===== src/rtl/dest_demux_pkg.sv =====
// Shared definitions for the transaction-layer routing blocks.
//   NUM_DEST : number of destination queues
//   DATA_W   : payload width
//   DEST_W   : destination tag width
//   entry_t  : {dest, data} word stored in each queue
package dest_demux_pkg;

    localparam int unsigned NUM_DEST = 4;
    localparam int unsigned DATA_W   = 8;
    localparam int unsigned DEST_W   = 4;
    localparam int unsigned IDX_W    = $clog2(NUM_DEST);
    localparam int unsigned CNT_W    = 8;

    typedef struct packed {
        logic [DEST_W-1:0] dest;
        logic [DATA_W-1:0] data;
    } entry_t;

    // Increment that sticks at all-ones.
    function automatic logic [CNT_W-1:0] sat_inc(input logic [CNT_W-1:0] x);
        return (x == {CNT_W{1'b1}}) ? x : x + CNT_W'(1);
    endfunction

endpackage


===== src/rtl/dest_demux_if.sv =====
// Producer-side push bus of the destination demultiplexer.
//   data_in/dest_in/push_in : word, tag and valid from the producer
//   ready_out               : addressed queue can take a word this cycle
interface dest_demux_if;
    import dest_demux_pkg::*;

    logic [DATA_W-1:0] data_in;
    logic [DEST_W-1:0] dest_in;
    logic              push_in;
    logic              ready_out;

    modport master (output data_in, output dest_in, output push_in, input ready_out);
    modport slave  (input data_in, input dest_in, input push_in, output ready_out);
endinterface


===== src/rtl/dest_demux_fifo_sync.sv =====
// Single-clock first-word-fall-through queue of {dest, data} entries.
//   clk, rst_n     : clock, async active-low reset
//   push_i, wdata_i: write request and entry (ignored while full)
//   pop_i          : consume head (ignored while empty)
//   rdata_o        : head entry, zero while empty
//   empty_o, full_o, almost_full_o : occupancy flags
module fifo_sync
    import dest_demux_pkg::*;
#(
    parameter int unsigned DEPTH    = 4,
    parameter int unsigned AF_LEVEL = DEPTH - 1
) (
    input  logic   clk,
    input  logic   rst_n,
    input  logic   push_i,
    input  entry_t wdata_i,
    input  logic   pop_i,
    output entry_t rdata_o,
    output logic   empty_o,
    output logic   full_o,
    output logic   almost_full_o
);
    localparam int unsigned AW = $clog2(DEPTH);
    localparam int unsigned CW = AW + 1;

    entry_t          mem_q [DEPTH];
    logic [AW-1:0]   wr_ptr_q, wr_ptr_d;
    logic [AW-1:0]   rd_ptr_q, rd_ptr_d;
    logic [CW-1:0]   count_q, count_d;
    logic            do_push, do_pop;

    assign empty_o       = (count_q == '0);
    assign full_o        = (count_q == CW'(DEPTH));
    assign almost_full_o = (count_q >= CW'(AF_LEVEL));
    assign rdata_o       = empty_o ? '0 : mem_q[rd_ptr_q];

    assign do_push = push_i && !full_o;
    assign do_pop  = pop_i && !empty_o;

    // Pointer/count next state; pointers wrap naturally since DEPTH is a power of two.
    always_comb begin
        wr_ptr_d = wr_ptr_q;
        rd_ptr_d = rd_ptr_q;
        count_d  = count_q;
        if (do_push) wr_ptr_d = wr_ptr_q + AW'(1);
        if (do_pop)  rd_ptr_d = rd_ptr_q + AW'(1);
        count_d = count_q + CW'(do_push) - CW'(do_pop);
    end

    always_ff @(posedge clk or negedge rst_n) begin
        if (!rst_n) begin
            wr_ptr_q <= '0;
            rd_ptr_q <= '0;
            count_q  <= '0;
        end else begin
            wr_ptr_q <= wr_ptr_d;
            rd_ptr_q <= rd_ptr_d;
            count_q  <= count_d;
        end
    end

    // Storage needs no reset: contents are invisible while count is zero.
    always_ff @(posedge clk) begin
        if (do_push) mem_q[wr_ptr_q] <= wdata_i;
    end

endmodule


===== src/rtl/dest_demux.sv =====
// Routes tagged words into one of four FWFT queues and reports rejected pushes.
//   clk, reset_L      : clock, async active-low reset
//   in_if             : push bus (data_in, dest_in, push_in, ready_out)
//   pop0..pop3        : consumer reads of queue i
//   data_out/dest_out : head of queue i, zero while empty
//   empty/full/almost_full : occupancy flags of queue i
//   drop_err, ovf_err : one-cycle pulses for invalid tag / push to full queue
//   drop_cnt          : saturating count of rejected pushes
module dest_demux
    import dest_demux_pkg::*;
#(
    parameter int unsigned DEPTH    = 4,
    parameter int unsigned AF_LEVEL = DEPTH - 1
) (
    input  logic              clk,
    input  logic              reset_L,
    dest_demux_if.slave       in_if,
    input  logic              pop0,
    input  logic              pop1,
    input  logic              pop2,
    input  logic              pop3,
    output logic [DATA_W-1:0] data_out0,
    output logic [DATA_W-1:0] data_out1,
    output logic [DATA_W-1:0] data_out2,
    output logic [DATA_W-1:0] data_out3,
    output logic [DEST_W-1:0] dest_out0,
    output logic [DEST_W-1:0] dest_out1,
    output logic [DEST_W-1:0] dest_out2,
    output logic [DEST_W-1:0] dest_out3,
    output logic              empty0,
    output logic              empty1,
    output logic              empty2,
    output logic              empty3,
    output logic              full0,
    output logic              full1,
    output logic              full2,
    output logic              full3,
    output logic              almost_full0,
    output logic              almost_full1,
    output logic              almost_full2,
    output logic              almost_full3,
    output logic              drop_err,
    output logic              ovf_err,
    output logic [CNT_W-1:0]  drop_cnt
);
    entry_t              wdata;
    entry_t              head    [NUM_DEST];
    logic [NUM_DEST-1:0] pop_v, push_v, empty_v, full_v, af_v;
    logic [IDX_W-1:0]    dest_idx;
    logic                valid_tag, ready_c;

    logic                drop_err_q, drop_err_d;
    logic                ovf_err_q, ovf_err_d;
    logic [CNT_W-1:0]    drop_cnt_q, drop_cnt_d;

    assign pop_v     = {pop3, pop2, pop1, pop0};
    assign valid_tag = (in_if.dest_in < DEST_W'(NUM_DEST));
    assign dest_idx  = in_if.dest_in[IDX_W-1:0];
    // Uses the current full flag, so a same-cycle pop never makes room.
    assign ready_c   = valid_tag && !full_v[dest_idx];
    assign in_if.ready_out = ready_c;
    assign wdata     = '{dest: in_if.dest_in, data: in_if.data_in};

    for (genvar g = 0; g < NUM_DEST; g++) begin : g_q
        assign push_v[g] = in_if.push_in && ready_c && (dest_idx == IDX_W'(g));
        fifo_sync #(.DEPTH(DEPTH), .AF_LEVEL(AF_LEVEL)) u_fifo (
            .clk           (clk),
            .rst_n         (reset_L),
            .push_i        (push_v[g]),
            .wdata_i       (wdata),
            .pop_i         (pop_v[g]),
            .rdata_o       (head[g]),
            .empty_o       (empty_v[g]),
            .full_o        (full_v[g]),
            .almost_full_o (af_v[g])
        );
    end

    assign data_out0 = head[0].data;
    assign data_out1 = head[1].data;
    assign data_out2 = head[2].data;
    assign data_out3 = head[3].data;
    assign dest_out0 = head[0].dest;
    assign dest_out1 = head[1].dest;
    assign dest_out2 = head[2].dest;
    assign dest_out3 = head[3].dest;
    assign {empty3, empty2, empty1, empty0}                     = empty_v;
    assign {full3, full2, full1, full0}                         = full_v;
    assign {almost_full3, almost_full2, almost_full1, almost_full0} = af_v;

    // Rejected-push classification; at most one event per cycle.
    always_comb begin
        drop_err_d = 1'b0;
        ovf_err_d  = 1'b0;
        drop_cnt_d = drop_cnt_q;
        if (in_if.push_in) begin
            drop_err_d = !valid_tag;
            ovf_err_d  = valid_tag && !ready_c;
        end
        if (drop_err_d || ovf_err_d) drop_cnt_d = sat_inc(drop_cnt_q);
    end

    always_ff @(posedge clk or negedge reset_L) begin
        if (!reset_L) begin
            drop_err_q <= 1'b0;
            ovf_err_q  <= 1'b0;
            drop_cnt_q <= '0;
        end else begin
            drop_err_q <= drop_err_d;
            ovf_err_q  <= ovf_err_d;
            drop_cnt_q <= drop_cnt_d;
        end
    end

    assign drop_err = drop_err_q;
    assign ovf_err  = ovf_err_q;
    assign drop_cnt = drop_cnt_q;

endmodule


===== src/flat_wrapper.sv =====
// flat-port wrapper written by rule: the top's interface ports become plain ports
module dest_demux_flat import dest_demux_pkg::*;
#(
    parameter int unsigned DEPTH    = 4,
    parameter int unsigned AF_LEVEL = DEPTH - 1
)
  (clk, reset_L, pop0, pop1, pop2, pop3, data_out0, data_out1, data_out2, data_out3, dest_out0, dest_out1, dest_out2, dest_out3, empty0, empty1, empty2, empty3, full0, full1, full2, full3, almost_full0, almost_full1, almost_full2, almost_full3, drop_err, ovf_err, drop_cnt, in_if_data_in, in_if_dest_in, in_if_push_in, in_if_ready_out);
  dest_demux_if in_if_i ();
  input  logic clk;
  input  logic reset_L;
  input  logic pop0;
  input  logic pop1;
  input  logic pop2;
  input  logic pop3;
  output logic [DATA_W-1:0] data_out0;
  output logic [DATA_W-1:0] data_out1;
  output logic [DATA_W-1:0] data_out2;
  output logic [DATA_W-1:0] data_out3;
  output logic [DEST_W-1:0] dest_out0;
  output logic [DEST_W-1:0] dest_out1;
  output logic [DEST_W-1:0] dest_out2;
  output logic [DEST_W-1:0] dest_out3;
  output logic empty0;
  output logic empty1;
  output logic empty2;
  output logic empty3;
  output logic full0;
  output logic full1;
  output logic full2;
  output logic full3;
  output logic almost_full0;
  output logic almost_full1;
  output logic almost_full2;
  output logic almost_full3;
  output logic drop_err;
  output logic ovf_err;
  output logic [CNT_W-1:0] drop_cnt;
  input wire logic [$bits(in_if_i.data_in)-1:0] in_if_data_in;
  input wire logic [$bits(in_if_i.dest_in)-1:0] in_if_dest_in;
  input wire logic [$bits(in_if_i.push_in)-1:0] in_if_push_in;
  output wire logic [$bits(in_if_i.ready_out)-1:0] in_if_ready_out;
  assign in_if_i.data_in = in_if_data_in;
  assign in_if_i.dest_in = in_if_dest_in;
  assign in_if_i.push_in = in_if_push_in;
  assign in_if_ready_out = in_if_i.ready_out;
  dest_demux #(.DEPTH(DEPTH), .AF_LEVEL(AF_LEVEL)) u_core (.clk(clk), .reset_L(reset_L), .in_if(in_if_i), .pop0(pop0), .pop1(pop1), .pop2(pop2), .pop3(pop3), .data_out0(data_out0), .data_out1(data_out1), .data_out2(data_out2), .data_out3(data_out3), .dest_out0(dest_out0), .dest_out1(dest_out1), .dest_out2(dest_out2), .dest_out3(dest_out3), .empty0(empty0), .empty1(empty1), .empty2(empty2), .empty3(empty3), .full0(full0), .full1(full1), .full2(full2), .full3(full3), .almost_full0(almost_full0), .almost_full1(almost_full1), .almost_full2(almost_full2), .almost_full3(almost_full3), .drop_err(drop_err), .ovf_err(ovf_err), .drop_cnt(drop_cnt));
endmodule

===== config.mk =====
export PLATFORM = sky130hd
export DESIGN_NAME = dest_demux_flat
export DESIGN_NICKNAME = d
export VERILOG_FILES = /design/src/rtl/dest_demux_pkg.sv /design/src/rtl/dest_demux_if.sv /design/src/rtl/dest_demux_fifo_sync.sv /design/src/rtl/dest_demux.sv /design/src/flat_wrapper.sv
export SDC_FILE = /design/constraint.sdc
export NUM_CORES = 1
export LEC_CHECK = 0
export CAP_MARGIN = 20
export CORE_MARGIN = 4
export CORE_UTILIZATION = 60
export CTS_BUF_LIST = sky130_fd_sc_hd__clkbuf_16
export DETAILED_ROUTE_END_ITERATION = 7
export GPL_TIMING_DRIVEN = 1
export PLACE_DENSITY_LB_ADDON = 0.1
export REMOVE_ABC_BUFFERS = 1
export SYNTH_ARGS = -nofsm -noshare
export SYNTH_HDL_FRONTEND = slang
export SYNTH_SLANG_ARGS = --single-unit

===== constraint.sdc =====
create_clock -name clk -period 6 [get_ports clk]
set_input_delay 1.8 -clock clk [delete_from_list [all_inputs] [get_ports clk]]
set_output_delay 1.8 -clock clk [all_outputs]
set_load 0.01 [all_outputs]

* After elaboration in Yosys (flattened, before gate mapping)
Memories as Yosys holds them, arrays and structs flattened. Index checks and enable logic that the tools add are counted. W data, S select, Z words.
Cells by class: reductions and logical operators 33, $add $sub $neg 17, equal/unequal tests 8, bitwise logic cells 1, multiplexer cells 16, magnitude comparators 6
Operator list (count):
- $mux W12 | 4
- $add A2 B1 Y2 const B | 8
- $logic_and A1 B1 Y1 | 15
- $add A3 B1 Y3 | 4
- $eq A3 B3 Y1 const B | 4
- $ge A3 B2 Y1 const B | 4
- $logic_not A3 Y1 | 4
- $sub A3 B1 Y3 | 4
- $logic_not A1 Y1 | 11
- $mux W1 | 11
- $add A8 B1 Y8 const B | 1
- $eq A8 B8 Y1 const B | 1
- $eq A2 B2 Y1 const B | 2
- $lt A4 B3 Y1 const B | 1
- $lt A2 B3 Y1 const B | 1
- $bmux W1 S2 | 1
- $eq A2 B1 Y1 const B | 1
- $logic_not A2 Y1 | 1
- $reduce_and A2 Y1 | 1
- $logic_or A1 B1 Y1 | 1
- $not A1 Y1 | 1
Storage, ports and cells: output and inout port bits 71, word-level logic and storage cells 100, memories 4, bits of input ports 19, RAM bits 192, register bits 38
Memories:
- u_core.g_q[0].u_fifo.mem_q | depth 4, width 12, rd ports 1, clocked after memory_dff 0, wr ports 1, RTL line dest_demux_fifo_sync.sv:26 | entry_t mem_q [DEPTH];
- u_core.g_q[1].u_fifo.mem_q | depth 4, width 12, rd ports 1, clocked after memory_dff 0, wr ports 1, RTL line dest_demux_fifo_sync.sv:26
- u_core.g_q[2].u_fifo.mem_q | depth 4, width 12, rd ports 1, clocked after memory_dff 0, wr ports 1, RTL line dest_demux_fifo_sync.sv:26
- u_core.g_q[3].u_fifo.mem_q | depth 4, width 12, rd ports 1, clocked after memory_dff 0, wr ports 1, RTL line dest_demux_fifo_sync.sv:26

* Longest topological paths before layout
word-level depth 10, depth in mapped cells 11, mapped depth without buffers 11

* Hierarchy
From an unflattened synthesis, not the netlist that was laid out.
Unflattened totals: cell total of the unflattened synthesis 514, area total of the unflattened synthesis 9900.7 µm²
Modules (own cells, without submodules):
- fifo_sync | instances 4, cells each 115, area an instance 2329.7 µm², seq. area each 1616.6 µm²
- dest_demux | instances 1, cells each 54, area an instance 581.8 µm², seq. area each 250.2 µm²

* Least setup slack after synthesis
OpenSTA, ideal clock, no wires.
kind in2out, from in in_if_dest_in[1], to out in_if_ready_out, cell stages on the path 5, buffers on the path 1, path slack 1.326 ns, data required time 4.200 ns, arrival time 2.874 ns, cell sequence and2_4 a22o_1 or4_4 buf_6 inv_1
On the way: longest elaborated chain between the ends 4, elaborated cells on any way between the ends 5, classes of those cells order compare: 1; mux: 2; reduce/logical: 2
RTL lines:
- from (decl) | RTL line flat_wrapper.sv:39 | input wire logic [$bits(in_if_i.dest_in)-1:0] in_if_dest_in;
- $bmux W1 S2 | RTL line dest_demux.sv:60 | assign ready_c = valid_tag && !full_v[dest_idx];
- $mux W1 (not written as such) | RTL line dest_demux.sv:60
- $logic_not A1 Y1 | RTL line dest_demux.sv:60
- $logic_and A1 B1 Y1 (*) | RTL line dest_demux.sv:60
- to (decl) | RTL line flat_wrapper.sv:41 | output wire logic [$bits(in_if_i.ready_out)-1:0] in_if_ready_out;
Mark *: on every way between the ends. The rest lies on a longest branch, timed or not. The select of a mux whose other input is x is not followed.

* Worst setup path after layout
from in in_if_dest_in[0], to out in_if_ready_out
The elaborated chain is that of the path after synthesis.

==> impl_metrics.toml <==
[run_status]
status = "finished, final reports clean"

[pwr]
peakVddDrop_uv = 323
pwr_density_cell_mw_per_mm2 = 459
p_leak_nw = 4.00

[grt]
grt_pass1_vias = 5028
grt_usage_pct = 21.0
overflow = 0
grt_first_pass_wirelength_um = 28600
grt_max_degree = 39
antenna_found_initial = 0

[floorplan]
pin_count = 90
core-area_mm2 = 0.0154
num_rows = 45
initial_core_util_pct = 61.7
die-area_mm2 = 0.0179
dieHeight_um = 134
dieWidth_um = 134

[setup_path]
cp.arrival_ns = 4.03
crit_path_end = "in_if_ready_out"
reg2reg_from = "u_core.g_q[0].u_fifo.count_q[1]$_DFF_PN0_"
crit_start = "in_if_dest_in[0]"
critPathRequiredTime_ns = 4.20
cp-end-kind = "output pin"
crit_type = "in2out"
r2r_end = "u_core.g_q[3].u_fifo.count_q[2]$_DFF_PN0_"
start_kind = "primary input"
reg2reg_slack_ns = 3.01
r2r_cells = 10
path_max_fanout = 8

[run]
drv_cap = 0

[timing]
finalHoldViolCount = 0
fin_tns_setup_ns = 0
rsz0062_at_grt = "no"
worstMarginPinSlew_ns = 0.978
worst_clock_skew_ns = 0.0233
fmax_mhz = 171
drv_slew = 0
setup_viol = 0
min_period_over_period_pct = 97.2
slew_headroom_pct = 34.4
period_needed_ns = 5.83

[cells_and_area]
utilization_pct = 73.8
fillers = 940
antenna_cells = 0
area_delta_synth_final_pct = 19.6
fin_nets = 661
drive_gt1_share_pct = 16.6

[clock_network]
cts.sinks = 230
postCtsResizedCells = 0
post_cts_buffers = 0
clk_pin_slew_ns = 0.05
numCtsBuffers = 23
clk_latency_ns = 0.51
clockBufferDepth = 3
cts_root_buf = "clkbuf_16"
h-tree-depth = 1
tritoncts = "yes"
hold_buffers = 0

[routing]
vias = 4705
ant_nets = 0
remaining_drc_errors = 0
first_iter_violations = 268
routedWlPerCell_um = 21.5
wirelength_um = 18000
detail_route.first_pass.iterations = 5
detail_route.vias_per_cell = 5.62

[synth]
synth-main-ff-cell = "edfxtp_1"
syn_area_mm2 = 0.00949
synth-edff-count = 192
synthArstFlopShare_pct = 16.5
seq_area_frac_synth_pct = 70.8
synth_warnings = 0
ys_seq_elements = 230
synthCells = 505
synth_cell_type_count = 36
syn_area_per_cell_um2 = 18.8

[hold_path]
hold_class = "reg2reg"

[place]
dp.final_hpwl_um = 11400
place_congestion = 0.770
portBuffers = 89
## per-layer routing
| layer | track usage, % | up-vias | part of all wire [%] |
|---|---|---|---|
| li1 | - | 2113 | - |
| met1 | 30.2 | 2427 | 44 |
| met2 | 34.4 | 140 | 50 |
| met3 | 3.10 | 25 | 4.5 |
| met4 | 5.14 | 0 | 2.2 |
| met5 | 0 | - | 0 |
## power breakdown
group	switching (mW)	internal (mW)
Clock	0.579	0.787
Combinational	0.654	1.02
Sequential	0.299	1.87
## synth_stat cells, drive strengths merged, types with 2 or more instances
library cell / instances / area (um^2)
o21ai: 4 / 20.0
nor3: 4 / 20.0
xnor2: 14 / 123
mux4: 48 / 1080
a31oi: 2 / 12.5
nand3: 3 / 15.0
nor2: 5 / 18.8
edfxtp: 192 / 5770
inv: 29 / 109
xor2: 8 / 70.1
a22o: 2 / 18.8
mux2: 5 / 60.1
nor3b: 7 / 103
nand4: 4 / 25.0
nand2: 10 / 37.5
dfrtp: 38 / 951
nor2b: 56 / 350
and3: 3 / 25.0
ha: 29 / 363
clkbuf: 8 / 30.0
fa: 4 / 80.1
buf: 9 / 46.3
and2: 17 / 109
## layout by cell type (no fill, tap or decap), types with 3 or more instances in the layout
master / n
clkinv_2: 4
inv_1: 33
mux4_2: 48
edfxtp_1: 192
clkinv_1: 5
nand3_1: 3
fa_1: 4
nor2b_1: 56
xnor2_1: 14
xor2_1: 8
and2_1: 16
ha_1: 29
clkbuf_16: 23
buf_4: 7
o21ai_0: 4
dfrtp_1: 38
nor2_1: 5
mux2_1: 4
nand2_1: 10
clkdlybuf4s50_1: 88
nand4_1: 4
nor3b_4: 4
## registers in the layout (all words and copies together), names as in the netlist
register	cells
u_core.g_q.u_fifo.mem_q	192
u_core.g_q.u_fifo.count_q	12
u_core.drop_cnt	8
u_core.g_q.u_fifo.rd_ptr_q	8
u_core.g_q.u_fifo.wr_ptr_q	8
u_core.drop_err	1
u_core.ovf_err	1
## cells by family (layout without fill, tap and decap cells)
group           count (synthesis)  after routing  synth area share [%]
xor+xnor                       22             22                  2.03
flops                         230            230                  70.8
mux                            53             53                  12.0
buf+inv                        46            167                  1.95
compound gates                  8              8                 0.541
simple gates                  113            113                  7.97
fa+ha+maj                      33             33                  4.67
## critical path: stages
cell and delay (ns):
clkdlybuf4s50_1 0.59, and2_4 0.24, a22o_1 0.25, or4_4 0.54, inv_1 0.08, clkdlybuf4s50_1 0.53
## worst min-delay path by stage
stage,start,to,slack (ns),cells after the start
after floorplan,u_core.g_q[0].u_fifo.wr_ptr_q[1]$_DFFE_PN0P_,u_core.g_q[0].u_fifo.wr_ptr_q[1]$_DFFE_PN0P_,0.51,1
after global placement,u_core.drop_cnt[6]$_DFFE_PN0P_,u_core.drop_cnt[6]$_DFFE_PN0P_,0.49,1
after detailed placement,u_core.drop_cnt[7]$_DFFE_PN0P_,u_core.drop_cnt[7]$_DFFE_PN0P_,0.50,1
after CTS,u_core.drop_cnt[7]$_DFFE_PN0P_,u_core.drop_cnt[7]$_DFFE_PN0P_,0.51,1
after global routing,u_core.drop_cnt[6]$_DFFE_PN0P_,u_core.drop_cnt[6]$_DFFE_PN0P_,0.54,1
final,u_core.drop_cnt[6]$_DFFE_PN0P_,u_core.drop_cnt[6]$_DFFE_PN0P_,0.51,1
## final cells by class
cell class	instances	area, um^2	share of cell area, %
Sequential cell	230	6720	59.2
Multi-Input combinational cell	229	2590	22.9
Timing Repair Buffer	96	938	8.27
Clock buffer	23	576	5.07
Tap cell	211	264	2.33
Clock inverter	19	146	1.29
Inverter	29	109	0.960
## per-stage QoR
| stage | hold slack [ns] | instance area [um^2] | instances | setup slack (ns) | power (mW) |
|---|---|---|---|---|---|
| after floorplan | 0.512 | 9410 | 488 | 1.39 | 3.05 |
| after global placement | 0.488 | 10600 | 795 | 0.211 | 3.83 |
| after detailed placement | 0.496 | 10600 | 795 | 0.171 | 3.90 |
| after CTS | 0.514 | 11300 | 837 | 0.161 | 5.27 |
| after global routing | 0.536 | 11300 | 837 | 0.109 | 5.48 |
| final | 0.511 | 11300 | 837 | 0.166 | 5.21 |
Power figures use the tool's default switching activity.
